[config.mk]
export PLATFORM = sky130hd
export DESIGN_NAME = t80_seq_div
export DESIGN_NICKNAME = d
export VERILOG_FILES = /design/src/rtl/t80_seq_div.sv
export SDC_FILE = /design/constraint.sdc
export NUM_CORES = 1
export LEC_CHECK = 0
export CAP_MARGIN = 0
export CORE_MARGIN = 3
export CORE_UTILIZATION = 45
export DETAILED_ROUTE_END_ITERATION = 6
export GPL_ROUTABILITY_DRIVEN = 0
export GPL_TIMING_DRIVEN = 0
export PLACE_DENSITY = 0.7
export SKIP_CTS_REPAIR_TIMING = 1
export SYNTH_ARGS = -nofsm -noshare
export SYNTH_HDL_FRONTEND = slang
export SYNTH_SLANG_ARGS = --single-unit
[constraint.sdc]
create_clock -name clk -period 5 [get_ports clk]
set_input_delay 1 -clock clk [delete_from_list [all_inputs] [get_ports clk]]
set_output_delay 1 -clock clk [all_outputs]
set_load 0.03 [all_outputs]
[src/rtl/t80_seq_div.sv]
`default_nettype none
// ============================================================================
// Module   : t80_seq_div
// Purpose  : Iterative unsigned restoring divider used beside the T80 ALU for
//            multi-cycle extended arithmetic. One quotient bit per clock; each
//            step is a trial subtraction A + ~B + 1 whose carry-out is the
//            no-borrow flag.
// Ports    : clk        - system clock, rising edge
//            reset      - asynchronous, active-high reset
//            start      - division request, sampled only while not busy
//            dividend   - numerator, captured on the accepting edge
//            divisor    - denominator, captured on the accepting edge
//            busy       - high while iterations are in progress
//            done       - one-cycle pulse, results valid
//            quotient   - result quotient, held until the next completion
//            remainder  - result remainder, held until the next completion
//            div_zero   - divisor was zero, held with the results
// Revision : 1.0 - initial release
// ============================================================================
module t80_seq_div #(
  parameter int WIDTH = 8
) (
  input  logic             clk,
  input  logic             reset,
  input  logic             start,
  input  logic [WIDTH-1:0] dividend,
  input  logic [WIDTH-1:0] divisor,
  output logic             busy,
  output logic             done,
  output logic [WIDTH-1:0] quotient,
  output logic [WIDTH-1:0] remainder,
  output logic             div_zero
);

  localparam int CW = (WIDTH > 2) ? $clog2(WIDTH) : 1;

  localparam logic [1:0] S_IDLE = 2'd0;
  localparam logic [1:0] S_RUN  = 2'd1;
  localparam logic [1:0] S_DONE = 2'd2;

  logic [1:0]       state;
  logic [CW-1:0]    count;
  logic [WIDTH-1:0] p_reg;   // partial remainder
  logic [WIDTH-1:0] q_reg;   // dividend shifter, fills with quotient bits
  logic [WIDTH-1:0] d_reg;   // captured divisor

  logic [WIDTH:0]   trial;   // shifted partial remainder
  logic [WIDTH+1:0] sum;     // trial + ~{0,d} + 1
  logic             nb;      // no-borrow: trial >= divisor
  logic [WIDTH-1:0] p_next;
  logic [WIDTH-1:0] q_next;

  always_comb begin
    trial = {p_reg, q_reg[WIDTH-1]};
    sum   = {1'b0, trial} + {1'b0, ~{1'b0, d_reg}} + {{(WIDTH+1){1'b0}}, 1'b1};
    // Since p_reg < d_reg always holds, a successful trial leaves a difference
    // below d_reg, so bit WIDTH of the sum is zero whenever the carry is set.
    // Requiring it keeps the partial remainder strictly WIDTH bits wide.
    nb     = sum[WIDTH+1] & ~sum[WIDTH];
    p_next = nb ? sum[WIDTH-1:0] : trial[WIDTH-1:0];
    q_next = {q_reg[WIDTH-2:0], nb};
  end

  assign busy = (state == S_RUN);
  assign done = (state == S_DONE);

  always_ff @(posedge clk or posedge reset) begin
    if (reset) begin
      state     <= S_IDLE;
      count     <= '0;
      p_reg     <= '0;
      q_reg     <= '0;
      d_reg     <= '0;
      quotient  <= '0;
      remainder <= '0;
      div_zero  <= 1'b0;
    end else begin
      case (state)
        S_IDLE, S_DONE: begin
          if (start) begin
            if (divisor != '0) begin
              d_reg <= divisor;
              q_reg <= dividend;
              p_reg <= '0;
              count <= CW'(WIDTH - 1);
              state <= S_RUN;
            end else begin
              // Divide by zero completes immediately without iterating.
              quotient  <= '1;
              remainder <= dividend;
              div_zero  <= 1'b1;
              state     <= S_DONE;
            end
          end else begin
            state <= S_IDLE;
          end
        end
        S_RUN: begin
          p_reg <= p_next;
          q_reg <= q_next;
          if (count == '0) begin
            // Result registers and the zero flag only move on completion so
            // the previous result stays visible throughout the run.
            quotient  <= q_next;
            remainder <= p_next;
            div_zero  <= 1'b0;
            state     <= S_DONE;
          end else begin
            count <= count - 1'b1;
          end
        end
        default: state <= S_IDLE;
      endcase
    end
  end

endmodule
`default_nettype wire

==> flow_summary.yaml <==
clock_tree:
  h-tree-depth: 2
  cts_buffers: 5
  cts_root_buf: "clkbuf_8"
  cts_tree: "yes"
  clk_pin_slew_ns: 0.09
  clock_path_buffers: 2
  cts.sinks: 46
  clk_latency_ns: 0.30
power:
  peakVddDrop_mv: 0.405
  p_per_area_nw_per_um2: 778
  leakage_uw: 0.00128
  finalPower_uw: 2310
placement:
  hpwlAfterDp_mm: 4.18
  place_ws_ns: 1.77
  port_buffers: 37
floorplan:
  core_um2: 4910
  ios: 38
  num_rows: 25
  dieWidth_um: 78.9
  start_util: 0.487
  die_h_um: 78.9
  die_area_um2: 6220
global_route:
  grt_pass1_wl_mm: 9.70
  antenna_found_initial: 0
  grt.total_usage: 0.198
  grt_pass1_vias: 2038
  grt_max_degree: 27
  grt_overflow: 0
detailed_routing:
  wl_mm: 5.66
  drt_first_pass_iters: 4
  ant_nets: 0
  drt-vias-per-instance: 5.38
  avgRoutedWirePerCell_um: 15.3
  post-route-drc-count: 0
  drtIter0Drc: 142
  num_vias: 1992
run:
  cap_violations: 0
logic_synthesis:
  synth_top_flop_cell: "dfrtp_1"
  synthCells: 257
  synth_seq_cells: 46
  synth-edff-count: 0
  syn_nets: 287
  synth_top_family_by_area: "compound AO/OA/AOI/OAI gates"
  synth-adder-area-share: 0.0607
  yosys-top-cells-area: "dfrtp_1, ha_1, nand2_1, a21oi_1, nor2_1"
  yosys.area.top_type_share: 0.482
  synth_seq_area_share: 0.482
  post-synth-top-area-cell: "dfrtp_1"
  synth_mux_area_frac: 0.0382
  synth_most_common_cell: "dfrtp_1"
  synthTopCellsByCount: "dfrtp_1, nand2_1, nor2_1"
  ys_warn_count: 0
  synth_xor_area_frac: 0.0147
  synthDistinctLibCells: 40
  async_flop_share: 1.00
  netlist_area_um2: 2390
  synth_compound_area_frac: 0.191
  syn_avg_cell_area_um2: 9.30
  yosys.area_share.simple: 0.158
timing:
  drv_slew: 0
  hold_violations: 0
  maxSlewHeadroom: 0.642
  post-route-period-util: 0.581
  clock_skew_ns: 0.00784
  setup_viol: 0
  tightest_slew_ns: 0.537
  fmax_ghz: 0.344
  fin_ws_ns: 2.10
  fin_crit_ns: 2.90
  rsz0062_at_grt: "no"
  tns_ns: 0
setup_path:
  path_class: "in -> reg"
  endpoint_kind: "flip-flop"
  required_ns: 5.18
  start_kind: "input pin"
  cp.arrival_ns: 3.08
  worst-path-max-fanout: 10
finish:
  nets: 332
  syn_to_final_growth_pct: 24.5
  drive_above_1_share: 0.0924
  antenna_cells: 0
run_status:
  status: "completed"
worst_hold_path:
  hold_class: "reg -> reg"
## cell type report
class	count	area [µm²]
buffer	13	73.8
tap	67	83.8
timing repair buffer	38	390
clock buffer	6	72.6
multi-input combinational	182	1100
inverter	16	61.3
fill	428	1940
clock inverter	2	37.5
sequential	46	1150
## metal layers
layer  share of wire  global-route usage  wire length (µm)
met1            0.47               0.273              2640
met2            0.48               0.323              2700
met3           0.043              0.0363               246
met4           0.012              0.0550                70
met5               0                   0                 0
## cell usage in the layout, fill, tap and decap left out, drive strengths merged, types with 2 or more instances in the layout
| cell type | count |
|---|---|
| a21oi | 24 |
| a31oi | 10 |
| buf | 6 |
| clkbuf | 14 |
| clkdlybuf4s50 | 37 |
| dfrtp | 46 |
| ha | 10 |
| inv | 15 |
| mux2 | 3 |
| mux2i | 5 |
| nand2 | 33 |
| nand3 | 9 |
| nor2 | 31 |
| nor2b | 6 |
| o21a | 3 |
| o21ai | 21 |
| o22ai | 6 |
| or3 | 2 |
| or4 | 2 |
| xnor2 | 4 |
## cells by family (layout without fill, tap and decap cells)
logic type      after synthesis  in the layout
xor+xnor                      4              4
compound gates               72             72
buf+inv                      29             75
flops                        46             46
simple gates                 87             87
fa+ha+maj                    11             11
mux                           8              8
## worst paths after layout
path / slack (ns) / cells past startpoint / startpoint / to
max: 2.10 / 8 / divisor[1] / count[1]
min: 0.49 / 2 / div_zero / div_zero
max reg2reg: 2.15 / 10 / q_reg[7] / remainder[4]
min reg2reg: 0.49 / 2 / div_zero / div_zero
max in group asynchronous: 3.48 / 3 / reset / d_reg[4]
min in group asynchronous: 1.02 / 2 / reset / q_reg[2]
## report_power, final
group          total, µW  internal (µW)  switching (µW)
Clock                278            149             128
Combinational       1380            584             797
Sequential           655            549             106
## worst max-delay path, stage by stage
cell,delay (ns)
clkdlybuf4s50_1,0.41
or4_1,0.60
nor2_1,0.18
nor2b_1,0.06
clkbuf_1,0.21
clkbuf_1,0.31
o21ai_1,0.20
o21ai_0,0.10
## per-stage QoR
step,hold slack [ns],instance area (µm²),instances,utilization
floorplan,0.450,2390,257,-
global placement,0.477,2840,361,0.579
detailed placement,0.474,2860,362,0.583
CTS,0.501,2970,370,0.606
global route,0.543,2970,370,0.606
finish,0.490,2970,370,0.606
No activity file was read; power rests on OpenSTA's default activity.
